`config.mk`:
```
export PLATFORM = sky130hd
export DESIGN_NAME = multicycle_ctrl_flat
export DESIGN_NICKNAME = d
export VERILOG_FILES = /design/src/rtl/multicycle_ctrl_pkg.sv /design/src/rtl/multicycle_ctrl_if.sv /design/src/rtl/multicycle_ctrl_wait_timer.sv /design/src/rtl/multicycle_ctrl.sv /design/src/flat_wrapper.sv
export SDC_FILE = /design/constraint.sdc
export NUM_CORES = 1
export LEC_CHECK = 0
export ABC_AREA = 1
export CAP_MARGIN = 20
export CORE_MARGIN = 1.5
export CORE_UTILIZATION = 41
export DETAILED_ROUTE_END_ITERATION = 10
export PLACE_DENSITY_LB_ADDON = 0.08
export REMOVE_ABC_BUFFERS = 1
export SYNTH_ARGS = -nofsm -noshare
export SYNTH_HDL_FRONTEND = slang
export SYNTH_SLANG_ARGS = --single-unit
```
`constraint.sdc`:
```
create_clock -name Clk -period 6.9 [get_ports Clk]
set_clock_uncertainty 0.15 [all_clocks]
set_input_delay 1.725 -clock Clk [delete_from_list [all_inputs] [get_ports Clk]]
set_output_delay 1.725 -clock Clk [all_outputs]
set_load 0.01 [all_outputs]
```
`src/rtl/multicycle_ctrl_pkg.sv`:
```
// Shared types, opcode/function constants and the instruction decoder
// for the multi-cycle MIPS-subset control sequencer.
package mc_ctrl_pkg;

   typedef enum logic [2:0] {
      S_IF   = 3'd0,
      S_ID   = 3'd1,
      S_EX   = 3'd2,
      S_MEM  = 3'd3,
      S_WB   = 3'd4,
      S_TRAP = 3'd7
   } state_t;

   // Instruction classes; each class follows one path through the FSM
   typedef enum logic [3:0] {
      K_RALU  = 4'd0,
      K_SHIFT = 4'd1,
      K_JR    = 4'd2,
      K_IALU  = 4'd3,
      K_LW    = 4'd4,
      K_SW    = 4'd5,
      K_BEQ   = 4'd6,
      K_BNE   = 4'd7,
      K_J     = 4'd8,
      K_JAL   = 4'd9,
      K_ILL   = 4'd15
   } kind_t;

   typedef struct packed {
      kind_t      kind;
      logic [3:0] aluc;
      logic       aluqa;
      logic       aluqb;
      logic       se;
   } dec_t;

   localparam logic [5:0] OP_RTYPE = 6'b000000;
   localparam logic [5:0] OP_ADDI  = 6'b001000;
   localparam logic [5:0] OP_ANDI  = 6'b001100;
   localparam logic [5:0] OP_ORI   = 6'b001101;
   localparam logic [5:0] OP_XORI  = 6'b001110;
   localparam logic [5:0] OP_LUI   = 6'b001111;
   localparam logic [5:0] OP_LW    = 6'b100011;
   localparam logic [5:0] OP_SW    = 6'b101011;
   localparam logic [5:0] OP_BEQ   = 6'b000100;
   localparam logic [5:0] OP_BNE   = 6'b000101;
   localparam logic [5:0] OP_J     = 6'b000010;
   localparam logic [5:0] OP_JAL   = 6'b000011;

   localparam logic [5:0] FN_ADD = 6'b100000;
   localparam logic [5:0] FN_SUB = 6'b100010;
   localparam logic [5:0] FN_AND = 6'b100100;
   localparam logic [5:0] FN_OR  = 6'b100101;
   localparam logic [5:0] FN_XOR = 6'b100110;
   localparam logic [5:0] FN_SLL = 6'b000000;
   localparam logic [5:0] FN_SRL = 6'b000010;
   localparam logic [5:0] FN_SRA = 6'b000011;
   localparam logic [5:0] FN_JR  = 6'b001000;

   localparam logic [3:0] ALUC_ADD = 4'b0000;
   localparam logic [3:0] ALUC_SUB = 4'b0100;
   localparam logic [3:0] ALUC_AND = 4'b0001;
   localparam logic [3:0] ALUC_OR  = 4'b0101;
   localparam logic [3:0] ALUC_XOR = 4'b0010;
   localparam logic [3:0] ALUC_LUI = 4'b0110;
   localparam logic [3:0] ALUC_SLL = 4'b0011;
   localparam logic [3:0] ALUC_SRL = 4'b0111;
   localparam logic [3:0] ALUC_SRA = 4'b1111;

   localparam logic [1:0] PCSRC_SEQ = 2'b00;
   localparam logic [1:0] PCSRC_BR  = 2'b01;
   localparam logic [1:0] PCSRC_JR  = 2'b10;
   localparam logic [1:0] PCSRC_JMP = 2'b11;

   // Classifies an instruction and derives the ALU selects it needs from EX onward
   function automatic dec_t decode(input logic [5:0] op, input logic [5:0] func);
      dec_t d;
      d.kind  = K_ILL;
      d.aluc  = ALUC_ADD;
      d.se    = 1'b0;
      case (op)
         OP_RTYPE: begin
            case (func)
               FN_ADD:  begin d.kind = K_RALU;  d.aluc = ALUC_ADD; end
               FN_SUB:  begin d.kind = K_RALU;  d.aluc = ALUC_SUB; end
               FN_AND:  begin d.kind = K_RALU;  d.aluc = ALUC_AND; end
               FN_OR:   begin d.kind = K_RALU;  d.aluc = ALUC_OR;  end
               FN_XOR:  begin d.kind = K_RALU;  d.aluc = ALUC_XOR; end
               FN_SLL:  begin d.kind = K_SHIFT; d.aluc = ALUC_SLL; end
               FN_SRL:  begin d.kind = K_SHIFT; d.aluc = ALUC_SRL; end
               FN_SRA:  begin d.kind = K_SHIFT; d.aluc = ALUC_SRA; end
               FN_JR:   begin d.kind = K_JR; end
               default: begin d.kind = K_ILL; end
            endcase
         end
         OP_ADDI: begin d.kind = K_IALU; d.aluc = ALUC_ADD; d.se = 1'b1; end
         OP_ANDI: begin d.kind = K_IALU; d.aluc = ALUC_AND; end
         OP_ORI:  begin d.kind = K_IALU; d.aluc = ALUC_OR;  end
         OP_XORI: begin d.kind = K_IALU; d.aluc = ALUC_XOR; end
         OP_LUI:  begin d.kind = K_IALU; d.aluc = ALUC_LUI; end
         OP_LW:   begin d.kind = K_LW;   d.aluc = ALUC_ADD; d.se = 1'b1; end
         OP_SW:   begin d.kind = K_SW;   d.aluc = ALUC_ADD; d.se = 1'b1; end
         OP_BEQ:  begin d.kind = K_BEQ;  d.aluc = ALUC_SUB; d.se = 1'b1; end
         OP_BNE:  begin d.kind = K_BNE;  d.aluc = ALUC_SUB; d.se = 1'b1; end
         OP_J:    begin d.kind = K_J;   end
         OP_JAL:  begin d.kind = K_JAL; end
         default: begin d.kind = K_ILL; end
      endcase
      // Shifts take the sa field on X; register-register ops and compares take Qb on Y
      d.aluqa = (d.kind == K_SHIFT);
      d.aluqb = (d.kind == K_RALU) || (d.kind == K_SHIFT) ||
                (d.kind == K_BEQ)  || (d.kind == K_BNE);
      return d;
   endfunction

endpackage

```
`src/rtl/multicycle_ctrl_if.sv`:
```
// Control/handshake bundle between the sequencer (slave) and the datapath (master).
interface multicycle_ctrl_if #(parameter int ICNT_W = 32);
   logic [5:0]        Op;
   logic [5:0]        Func;
   logic              Z;
   logic              Imem_rdy;
   logic              Dmem_rdy;
   logic              Pcwr;
   logic              Irwr;
   logic [1:0]        Pcsrc;
   logic              Regrt;
   logic              Se;
   logic              Aluqa;
   logic              Aluqb;
   logic [3:0]        Aluc;
   logic              Rmem;
   logic              Wmem;
   logic              Reg2reg;
   logic              Jal;
   logic              Wreg;
   logic [2:0]        State;
   logic              Trap;
   logic              Retire;
   logic [ICNT_W-1:0] Icnt;

   modport slave (
      input  Op, Func, Z, Imem_rdy, Dmem_rdy,
      output Pcwr, Irwr, Pcsrc, Regrt, Se, Aluqa, Aluqb, Aluc, Rmem, Wmem,
             Reg2reg, Jal, Wreg, State, Trap, Retire, Icnt
   );

   modport master (
      output Op, Func, Z, Imem_rdy, Dmem_rdy,
      input  Pcwr, Irwr, Pcsrc, Regrt, Se, Aluqa, Aluqb, Aluc, Rmem, Wmem,
             Reg2reg, Jal, Wreg, State, Trap, Retire, Icnt
   );
endinterface

```
`src/rtl/multicycle_ctrl_wait_timer.sv`:
```
// Memory wait timer shared by the IF and MEM states; expired flags the last
// permitted cycle so a ready arriving in that cycle still wins.
module mc_wait_timer #(
   parameter int WAIT_MAX = 15
) (
   input  logic Clk,
   input  logic Clr,
   input  logic clear,
   input  logic count,
   output logic expired
);
   localparam int            CW    = $clog2(WAIT_MAX + 1);
   localparam logic [CW-1:0] LIMIT = CW'(WAIT_MAX - 1);
   localparam logic [CW-1:0] ONE   = CW'(1);

   logic [CW-1:0] cnt_r;

   // Count non-ready cycles since the waiting state was entered
   always_ff @(posedge Clk or posedge Clr) begin
      if (Clr) begin
         cnt_r <= '0;
      end else if (clear) begin
         cnt_r <= '0;
      end else if (count && !expired) begin
         cnt_r <= cnt_r + ONE;
      end else begin
         cnt_r <= cnt_r;
      end
   end

   assign expired = (cnt_r == LIMIT);
endmodule

```
`src/rtl/multicycle_ctrl.sv`:
```
// Multi-cycle IF/ID/EX/MEM/WB control sequencer with memory-ready handshakes,
// illegal-opcode and memory-timeout trap, and a retired-instruction counter.
module multicycle_ctrl #(
   parameter int WAIT_MAX = 15,
   parameter int ICNT_W   = 32
) (
   input  logic                Clk,
   input  logic                Clr,
   multicycle_ctrl_if.slave    bus
);
   import mc_ctrl_pkg::*;

   localparam logic [ICNT_W-1:0] ICNT_ONE = ICNT_W'(1);

   state_t            state_r;
   state_t            next_state_s;
   dec_t              dec_s;
   logic              expired_s;
   logic              count_s;
   logic              clear_s;
   logic [ICNT_W-1:0] icnt_r;
   logic              pcwr_s, irwr_s, regrt_s, se_s, aluqa_s, aluqb_s;
   logic              rmem_s, wmem_s, reg2reg_s, jal_s, wreg_s;
   logic [1:0]        pcsrc_s;
   logic [3:0]        aluc_s;

   assign dec_s = decode(bus.Op, bus.Func);

   // Timer restarts whenever IF or MEM is entered from another state
   assign clear_s = ((next_state_s == S_IF) || (next_state_s == S_MEM)) &&
                    (next_state_s != state_r);

   mc_wait_timer #(.WAIT_MAX(WAIT_MAX)) u_wait_timer (
      .Clk     (Clk),
      .Clr     (Clr),
      .clear   (clear_s),
      .count   (count_s),
      .expired (expired_s)
   );

   // FSM state register
   always_ff @(posedge Clk or posedge Clr) begin
      if (Clr) begin
         state_r <= S_IF;
      end else begin
         state_r <= next_state_s;
      end
   end

   // Next-state and Mealy output decode; everything held at 0 while Clr is high
   always_comb begin
      next_state_s = state_r;
      count_s      = 1'b0;
      pcwr_s       = 1'b0;
      irwr_s       = 1'b0;
      pcsrc_s      = PCSRC_SEQ;
      regrt_s      = 1'b0;
      se_s         = 1'b0;
      aluqa_s      = 1'b0;
      aluqb_s      = 1'b0;
      aluc_s       = ALUC_ADD;
      rmem_s       = 1'b0;
      wmem_s       = 1'b0;
      reg2reg_s    = 1'b0;
      jal_s        = 1'b0;
      wreg_s       = 1'b0;
      if (Clr) begin
         next_state_s = S_IF;
      end else begin
         // ALU selects stay on from EX through WB of the same instruction
         if ((state_r == S_EX) || (state_r == S_MEM) || (state_r == S_WB)) begin
            aluc_s  = dec_s.aluc;
            aluqa_s = dec_s.aluqa;
            aluqb_s = dec_s.aluqb;
            se_s    = dec_s.se;
         end else begin
            aluc_s  = ALUC_ADD;
         end
         case (state_r)
            S_IF: begin
               if (bus.Imem_rdy) begin
                  irwr_s       = 1'b1;
                  next_state_s = S_ID;
               end else if (expired_s) begin
                  next_state_s = S_TRAP;
               end else begin
                  count_s = 1'b1;
               end
            end
            S_ID: begin
               case (dec_s.kind)
                  K_J:   begin pcwr_s = 1'b1; pcsrc_s = PCSRC_JMP; next_state_s = S_IF; end
                  K_JAL: begin
                     pcwr_s = 1'b1; pcsrc_s = PCSRC_JMP; jal_s = 1'b1; wreg_s = 1'b1;
                     next_state_s = S_IF;
                  end
                  K_JR:    begin pcwr_s = 1'b1; pcsrc_s = PCSRC_JR; next_state_s = S_IF; end
                  K_ILL:   begin next_state_s = S_TRAP; end
                  default: begin next_state_s = S_EX; end
               endcase
            end
            S_EX: begin
               case (dec_s.kind)
                  K_BEQ: begin
                     pcwr_s = 1'b1; pcsrc_s = bus.Z ? PCSRC_BR : PCSRC_SEQ; next_state_s = S_IF;
                  end
                  K_BNE: begin
                     pcwr_s = 1'b1; pcsrc_s = bus.Z ? PCSRC_SEQ : PCSRC_BR; next_state_s = S_IF;
                  end
                  K_LW, K_SW:              begin next_state_s = S_MEM; end
                  K_RALU, K_SHIFT, K_IALU: begin next_state_s = S_WB; end
                  default:                 begin next_state_s = S_TRAP; end
               endcase
            end
            S_MEM: begin
               rmem_s = (dec_s.kind == K_LW);
               wmem_s = (dec_s.kind == K_SW);
               if ((dec_s.kind != K_LW) && (dec_s.kind != K_SW)) begin
                  next_state_s = S_TRAP;
               end else if (bus.Dmem_rdy) begin
                  if (dec_s.kind == K_SW) begin
                     pcwr_s       = 1'b1;
                     next_state_s = S_IF;
                  end else begin
                     next_state_s = S_WB;
                  end
               end else if (expired_s) begin
                  next_state_s = S_TRAP;
               end else begin
                  count_s = 1'b1;
               end
            end
            S_WB: begin
               wreg_s       = 1'b1;
               pcwr_s       = 1'b1;
               regrt_s      = (dec_s.kind != K_RALU) && (dec_s.kind != K_SHIFT);
               reg2reg_s    = (dec_s.kind != K_LW);
               next_state_s = S_IF;
            end
            S_TRAP:  begin next_state_s = S_TRAP; end
            default: begin next_state_s = S_TRAP; end
         endcase
      end
   end

   // Retired-instruction counter, wraps naturally
   always_ff @(posedge Clk or posedge Clr) begin
      if (Clr) begin
         icnt_r <= '0;
      end else if (pcwr_s) begin
         icnt_r <= icnt_r + ICNT_ONE;
      end else begin
         icnt_r <= icnt_r;
      end
   end

   assign bus.Pcwr    = pcwr_s;
   assign bus.Retire  = pcwr_s;
   assign bus.Irwr    = irwr_s;
   assign bus.Pcsrc   = pcsrc_s;
   assign bus.Regrt   = regrt_s;
   assign bus.Se      = se_s;
   assign bus.Aluqa   = aluqa_s;
   assign bus.Aluqb   = aluqb_s;
   assign bus.Aluc    = aluc_s;
   assign bus.Rmem    = rmem_s;
   assign bus.Wmem    = wmem_s;
   assign bus.Reg2reg = reg2reg_s;
   assign bus.Jal     = jal_s;
   assign bus.Wreg    = wreg_s;
   assign bus.State   = state_r;
   assign bus.Trap    = (state_r == S_TRAP);
   assign bus.Icnt    = icnt_r;
endmodule

```
`src/flat_wrapper.sv`:
```
// flat-port wrapper written by rule: the top's interface ports become plain ports
module multicycle_ctrl_flat import mc_ctrl_pkg::*;
#(
   parameter int WAIT_MAX = 15,
   parameter int ICNT_W   = 32
)
  (Clk, Clr, bus_Op, bus_Func, bus_Z, bus_Imem_rdy, bus_Dmem_rdy, bus_Pcwr, bus_Irwr, bus_Pcsrc, bus_Regrt, bus_Se, bus_Aluqa, bus_Aluqb, bus_Aluc, bus_Rmem, bus_Wmem, bus_Reg2reg, bus_Jal, bus_Wreg, bus_State, bus_Trap, bus_Retire, bus_Icnt);
  multicycle_ctrl_if #(.ICNT_W(ICNT_W)) bus_i ();
  input  logic Clk;
  input  logic Clr;
  input wire logic [$bits(bus_i.Op)-1:0] bus_Op;
  input wire logic [$bits(bus_i.Func)-1:0] bus_Func;
  input wire logic [$bits(bus_i.Z)-1:0] bus_Z;
  input wire logic [$bits(bus_i.Imem_rdy)-1:0] bus_Imem_rdy;
  input wire logic [$bits(bus_i.Dmem_rdy)-1:0] bus_Dmem_rdy;
  output wire logic [$bits(bus_i.Pcwr)-1:0] bus_Pcwr;
  output wire logic [$bits(bus_i.Irwr)-1:0] bus_Irwr;
  output wire logic [$bits(bus_i.Pcsrc)-1:0] bus_Pcsrc;
  output wire logic [$bits(bus_i.Regrt)-1:0] bus_Regrt;
  output wire logic [$bits(bus_i.Se)-1:0] bus_Se;
  output wire logic [$bits(bus_i.Aluqa)-1:0] bus_Aluqa;
  output wire logic [$bits(bus_i.Aluqb)-1:0] bus_Aluqb;
  output wire logic [$bits(bus_i.Aluc)-1:0] bus_Aluc;
  output wire logic [$bits(bus_i.Rmem)-1:0] bus_Rmem;
  output wire logic [$bits(bus_i.Wmem)-1:0] bus_Wmem;
  output wire logic [$bits(bus_i.Reg2reg)-1:0] bus_Reg2reg;
  output wire logic [$bits(bus_i.Jal)-1:0] bus_Jal;
  output wire logic [$bits(bus_i.Wreg)-1:0] bus_Wreg;
  output wire logic [$bits(bus_i.State)-1:0] bus_State;
  output wire logic [$bits(bus_i.Trap)-1:0] bus_Trap;
  output wire logic [$bits(bus_i.Retire)-1:0] bus_Retire;
  output wire logic [$bits(bus_i.Icnt)-1:0] bus_Icnt;
  assign bus_i.Op = bus_Op;
  assign bus_i.Func = bus_Func;
  assign bus_i.Z = bus_Z;
  assign bus_i.Imem_rdy = bus_Imem_rdy;
  assign bus_i.Dmem_rdy = bus_Dmem_rdy;
  assign bus_Pcwr = bus_i.Pcwr;
  assign bus_Irwr = bus_i.Irwr;
  assign bus_Pcsrc = bus_i.Pcsrc;
  assign bus_Regrt = bus_i.Regrt;
  assign bus_Se = bus_i.Se;
  assign bus_Aluqa = bus_i.Aluqa;
  assign bus_Aluqb = bus_i.Aluqb;
  assign bus_Aluc = bus_i.Aluc;
  assign bus_Rmem = bus_i.Rmem;
  assign bus_Wmem = bus_i.Wmem;
  assign bus_Reg2reg = bus_i.Reg2reg;
  assign bus_Jal = bus_i.Jal;
  assign bus_Wreg = bus_i.Wreg;
  assign bus_State = bus_i.State;
  assign bus_Trap = bus_i.Trap;
  assign bus_Retire = bus_i.Retire;
  assign bus_Icnt = bus_i.Icnt;
  multicycle_ctrl #(.WAIT_MAX(WAIT_MAX), .ICNT_W(ICNT_W)) u_core (.Clk(Clk), .Clr(Clr), .bus(bus_i));
endmodule
```
# Yosys cells after proc, flatten, opt, wreduce, memory -nomap -nowiden
# Index checks and enable logic that the tools add are counted.
# Widths: inputs -> output; s select.
[word_totals] mem_bits_ro=0 ramBits=0 register_bits=39 elab_cells=132 output_inout_bits=54 latch_bits=0 memories=0
[classes] reduce_logical=28 magnitude_cmp=0 eq_ne=40 shift=0 div=0 n_mux=59 bitwise=0 add_sub_neg=2 n_mul=0
[op_table] op="$eq 6x6->1 const B" n=7
[op_table] op="$eq 6x4->1 const B" n=6
[op_table] op="$mux 1" n=35
[op_table] op="$add 32x1->32 const B" n=1
[op_table] op="$pmux 4 s8" n=1
[op_table] op="$pmux 4 s7" n=1
[op_table] op="$eq 6x2->1 const B" n=4
[op_table] op="$pmux 4 s6" n=1
[op_table] op="$mux 3" n=6
[op_table] op="$eq 4x3->1 const B" n=4
[op_table] op="$eq 4x4->1 const B" n=4
[op_table] op="$mux 4" n=4
[op_table] op="$pmux 3 s5" n=1
[op_table] op="$reduce_or 5->1" n=3
[op_table] op="$eq 6x3->1 const B" n=2
[op_table] op="$logic_not 6->1" n=2
[op_table] op="$pmux 2 s2" n=3
[op_table] op="$pmux 4 s3" n=1
[op_table] op="$eq 3x2->1 const B" n=3
[op_table] op="$pmux 3 s3" n=1
[op_table] op="$reduce_or 3->1" n=3
[op_table] op="$eq 4x2->1 const B" n=2
[op_table] op="$ne 4x3->1 const B" n=2
[op_table] op="$reduce_or 2->1" n=4
[op_table] op="17 further kinds" n=28

# Logic depth before layout (Yosys ltp)
[depth] ltp_word=14 depth_mapped=16

# Hierarchy
# Synthesis repeated with hierarchy kept, for this count alone.
[hier_totals] cells_unflattened=369 area_unflattened_um2=2816.5
[by_module_without_submodules] module="multicycle_ctrl" n_inst=1 area_each_um2=2563.7 seq_area_each_um2=875.8 cells_per_inst=336
[by_module_without_submodules] module="mc_wait_timer" n_inst=1 area_each_um2=252.7 seq_area_each_um2=100.1 cells_per_inst=33

# Worst setup path after synthesis
# No wires, ideal clock.
[synth_path] path_kind="input port to output port" from="input Clr" to="output bus_Retire" arrival_time_ps=3611 cell_stages=5 setup_slack_ps=1414 t_required_ps=5025 path_cell_list="buf_4 > clkinv_1 > nand2_4 > clkinv_4 > buf_4"
[synth_between] elab_chain_cells=1
[synth_rtl] item="start, declared" line="flat_wrapper.sv:10" source="input logic Clr;"
[synth_rtl] item="$mux 1" line="multicycle_ctrl.sv:67" source="if (Clr) begin"
[synth_rtl] item="end, declared" line="flat_wrapper.sv:31" source="output wire logic [$bits(bus_i.Retire)-1:0] bus_Retire;"
# Every way passes these cells.

# Worst setup path after layout
[layout_path] from="input bus_Op[1]" to="output bus_Aluqa"
[layout_between] elab_chain_cells=6 word_cells_on_any_way=17 classes_between="eq/ne: 12; mux: 3; reduce/logical: 2"
[layout_rtl] item="start, declared" line="flat_wrapper.sv:11" source="input wire logic [$bits(bus_i.Op)-1:0] bus_Op;"
[layout_rtl] item="$eq 6x4->1" line="multicycle_ctrl_pkg.sv:81" source="case (op)"
[layout_rtl] item="$reduce_or 5->1 (no source line)"
[layout_rtl] item="$pmux 4 s8 *" line="multicycle_ctrl_pkg.sv:81"
[layout_rtl] item="$eq 4x1->1 *" line="multicycle_ctrl_pkg.sv:110" source="d.aluqa = (d.kind == K_SHIFT);"
[layout_rtl] item="$mux 1 *" line="multicycle_ctrl.sv:71" source="if ((state_r == S_EX) || (state_r == S_MEM) || (state_r == S_WB)) begin"
[layout_rtl] item="$mux 1 *" line="multicycle_ctrl.sv:67"
[layout_rtl] item="end, declared" line="flat_wrapper.sv:21" source="output wire logic [$bits(bus_i.Aluqa)-1:0] bus_Aluqa;"
# Mark *: on every way between the ends. The rest lies on a longest branch, timed or not.

==> impl_results.md <==
- # Max-Cap Violations: 0
- DPL Wire Length: 5000 µm
- Pre-antenna DRT Iters: 7
- CP required: 5.03 ns
- TNS Setup: 0 ns
- EDFF count, synth: 0
- FP Rows: 29
- Worst-skew pair later-pin latency: 0.29 ns
- RSZ-0062 raised after global routing: no
- Clk slew on worst S/H paths: 0.08 ns
- Post-cts resize count: 0
- Asr flop ratio synth: 100%
- Fmax achieved: 0.165 GHz
- Post-Route WL: 6450 µm
- Synthesized area: 2750 µm²
- FF+latch count, synth: 39
- Die W: 84.8 µm
- Worst-Margin Slew: 0.483 ns
- Setup CP Type: in2out
- Vias per cell: 5.05
- Placed cell area: 3520 µm²
- Leakage: 1.71 nW
- Hold Path Stages: 1
- Final setup viols: 0
- DP Cell Count: 497
- Final instance area: 3630 µm²
- Grt ovf: 0
- Placer Congestion: 0.890
- Core region area: 6420 µm²
- Initial antenna violation count: 0
- Pre-CTS setup slack: 0.848 ns
- Net count, final: 447
- Port bufs: 70
- Pwr Total: 0.743 mW
- Endpoint type of the worst setup path: output port
- Die Y: 84.8 µm
- Most frequent cells in the layout: clkdlybuf4s50_1, nand2_1, nor2_1, inv_1, dfrtp_1
- Hold_buf cts: 0
- Slowest cell on crit path: clkdlybuf4s50_1
- Layout Cells excl Fill: 505
- Max-slew violation count: 0
- Worst Path Arrival: 4.18 ns
- Min-delay worst type: reg2reg
- DRC: 10
- CTS root buffer: clkbuf_8
- Slew Limit Headroom: 67.6%
- Vias post-DR: 2549
- Met1 Resource Use GR: 25.3%
- Commonest non-fill, non-tap cell in the layout: clkdlybuf4s50_1
- Syn avg cell area: 7.78 µm²
- Min Tclk post-route: 6.06 ns
- Routed Antenna Nets: 0
- Gate Count Post-Synth: 353
- DIE AREA: 7200 µm²
- Final Util: 56.5%
- Register-to-register path setup slack: 4.69 ns
- GRT busiest layer: met2
- CTS tree: built
- Fin crit share: 87.8%
- Top FF cell, synth: dfrtp_1
- Cell Chain, Critical Path: clkdlybuf4s50_1 -> nand2_1 -> inv_2 -> nand3_2 -> nand2_2 -> inv_2 -> nand3_2 -> nand4_1 -> nor2_1 -> inv_1 -> nor3b_1 -> clkdlybuf4s50_1
- Final worst slack: 0.842 ns
- Routed length per placed instance: 12.8 µm
- Buf+Inv Stages, Crit Path: 5
- M2 GR Usage: 30.7%
- Worst IR drop on VDD: 0.195 mV
- Starting DRT DRC Count: 104
- Cell Pwr Density: 205 nW/µm²
- Status: complete, but fails checks
- Stages on worst setup path: 12
- Clock sinks: 39
- Critical-path maximum fanout: 9
- First-pass GRT wire length: 11100 µm
- Part of the Yosys area used for sequential elements: 35.6%
- Violated checks: design-rule violations
- I/O pin count: 71
- Final hold violations: 0
- Cts bufs inserted: 5
- Hold slack final: 0.333 ns
- Crit path largest cell delay: 0.69 ns
- Area growth syn-to-layout: 32.3%
- Cell variety after synth: 42
- Crit path max-delay family: buffers and inverters
- Setup Fix Bufs, Post-CTS: 0
- Initial core utilization: 42.7%
- H-tree depth: 2
- Critical Path Source Type: primary input
- CTS Buffer Depth: 2
- Total track usage: 18.9%
- Synth warn: 0
- Fillcell total: 632
- Worst Reg-to-Reg Cells: 11
- Met3 usage: 4.18%
- Diodes inserted: 0
- Layout cells sized above 1: 13.6%
- Largest net degree at the start of global routing: 33
- Vias in the first global route: 2450
-- state kept, by name (all words and copies together), names as in the netlist --
signal,cells
u_core.bus.Icnt,32
u_core.bus.State,3
u_core.u_wait_timer.cnt_r,4
-- per-layer routing --
| layer | up-vias | routed length (µm) | part of all wire [%] |
|---|---|---|---|
| met4 | 0 | 107 | 1.7 |
| met1 | 1178 | 2900 | 45 |
| li1 | 1278 | - | - |
| met3 | 13 | 404 | 6.3 |
| met2 | 80 | 3040 | 47 |
| met5 | - | 0 | 0 |
-- area by class of cell --
| type | count | area (µm²) | area share [%] |
|---|---|---|---|
| Clock buffer | 5 | 68.8 | 1.90 |
| Clock inverter | 3 | 43.8 | 1.21 |
| Inverter | 52 | 200 | 5.51 |
| Multi-Input combinational cell | 258 | 1540 | 42.3 |
| Sequential cell | 39 | 976 | 26.9 |
| Tap cell | 77 | 96.3 | 2.65 |
| Timing Repair Buffer | 71 | 708 | 19.5 |
-- worst register-to-register path, cell delays in order (launching register included) --
cell	delay [ns]
dfrtp_1	0.44
inv_2	0.10
nand2_1	0.07
nor2_1	0.25
nand2_1	0.13
nand4_2	0.12
nand2_4	0.14
clkinv_4	0.15
nand2_4	0.08
nor3_4	0.17
nand4_1	0.13
xor2_1	0.16
-- logic make-up after synthesis --
family	Yosys count	share of synthesized area (%)
AND/OR/NAND/NOR	193	37.4
adder cells (fa/ha/maj)	3	1.37
flip-flops	39	35.6
buffers and inverters	56	8.43
XOR/XNOR	34	10.8
AO/OA/AOI/OAI	28	6.38
-- path summary, 6_finish.rpt --
| path | startpoint | to |
|---|---|---|
| setup / recovery | bus_Op[1] | bus_Aluqa |
| max in group asynchronous | Clr | u_core.bus.Icnt[2] |
| hold reg to reg | u_core.bus.Icnt[31] | u_core.bus.Icnt[31] |
| setup reg to reg | u_core.bus.State[2] | u_core.bus.Icnt[29] |
| hold / removal | u_core.bus.Icnt[31] | u_core.bus.Icnt[31] |
| min in group asynchronous | Clr | u_core.bus.State[1] |
-- synthesized netlist by cell type (3+ instances only) --
library cell	count	share of area [%]
a21oi_1	8	1.5
ha_1	3	1.4
nand3_1	25	4.6
nor2_2	10	2.3
o21ai_1	4	0.73
xnor2_1	12	3.8
nand3_2	7	2.6
nand2_4	3	1.2
inv_2	9	1.2
nor2_1	44	6.0
inv_1	41	5.6
o21bai_1	3	0.82
nand4_1	6	1.4
dfrtp_1	39	36
nand2_1	63	8.6
nand2_2	5	1.1
nor3_1	11	2.0
nor2_4	6	2.5
xor2_1	22	7.0
o21ai_0	4	0.73
-- report_power, final --
| group | total (mW) | internal, mW | switching [mW] | leakage, nW |
|---|---|---|---|---|
| registers | 0.286 | 0.253 | 0.0335 | 0.486 |
| logic | 0.266 | 0.114 | 0.152 | 1.17 |
| clock network | 0.191 | 0.108 | 0.0830 | 0.0581 |
No activity file was read; power rests on OpenSTA's default activity.
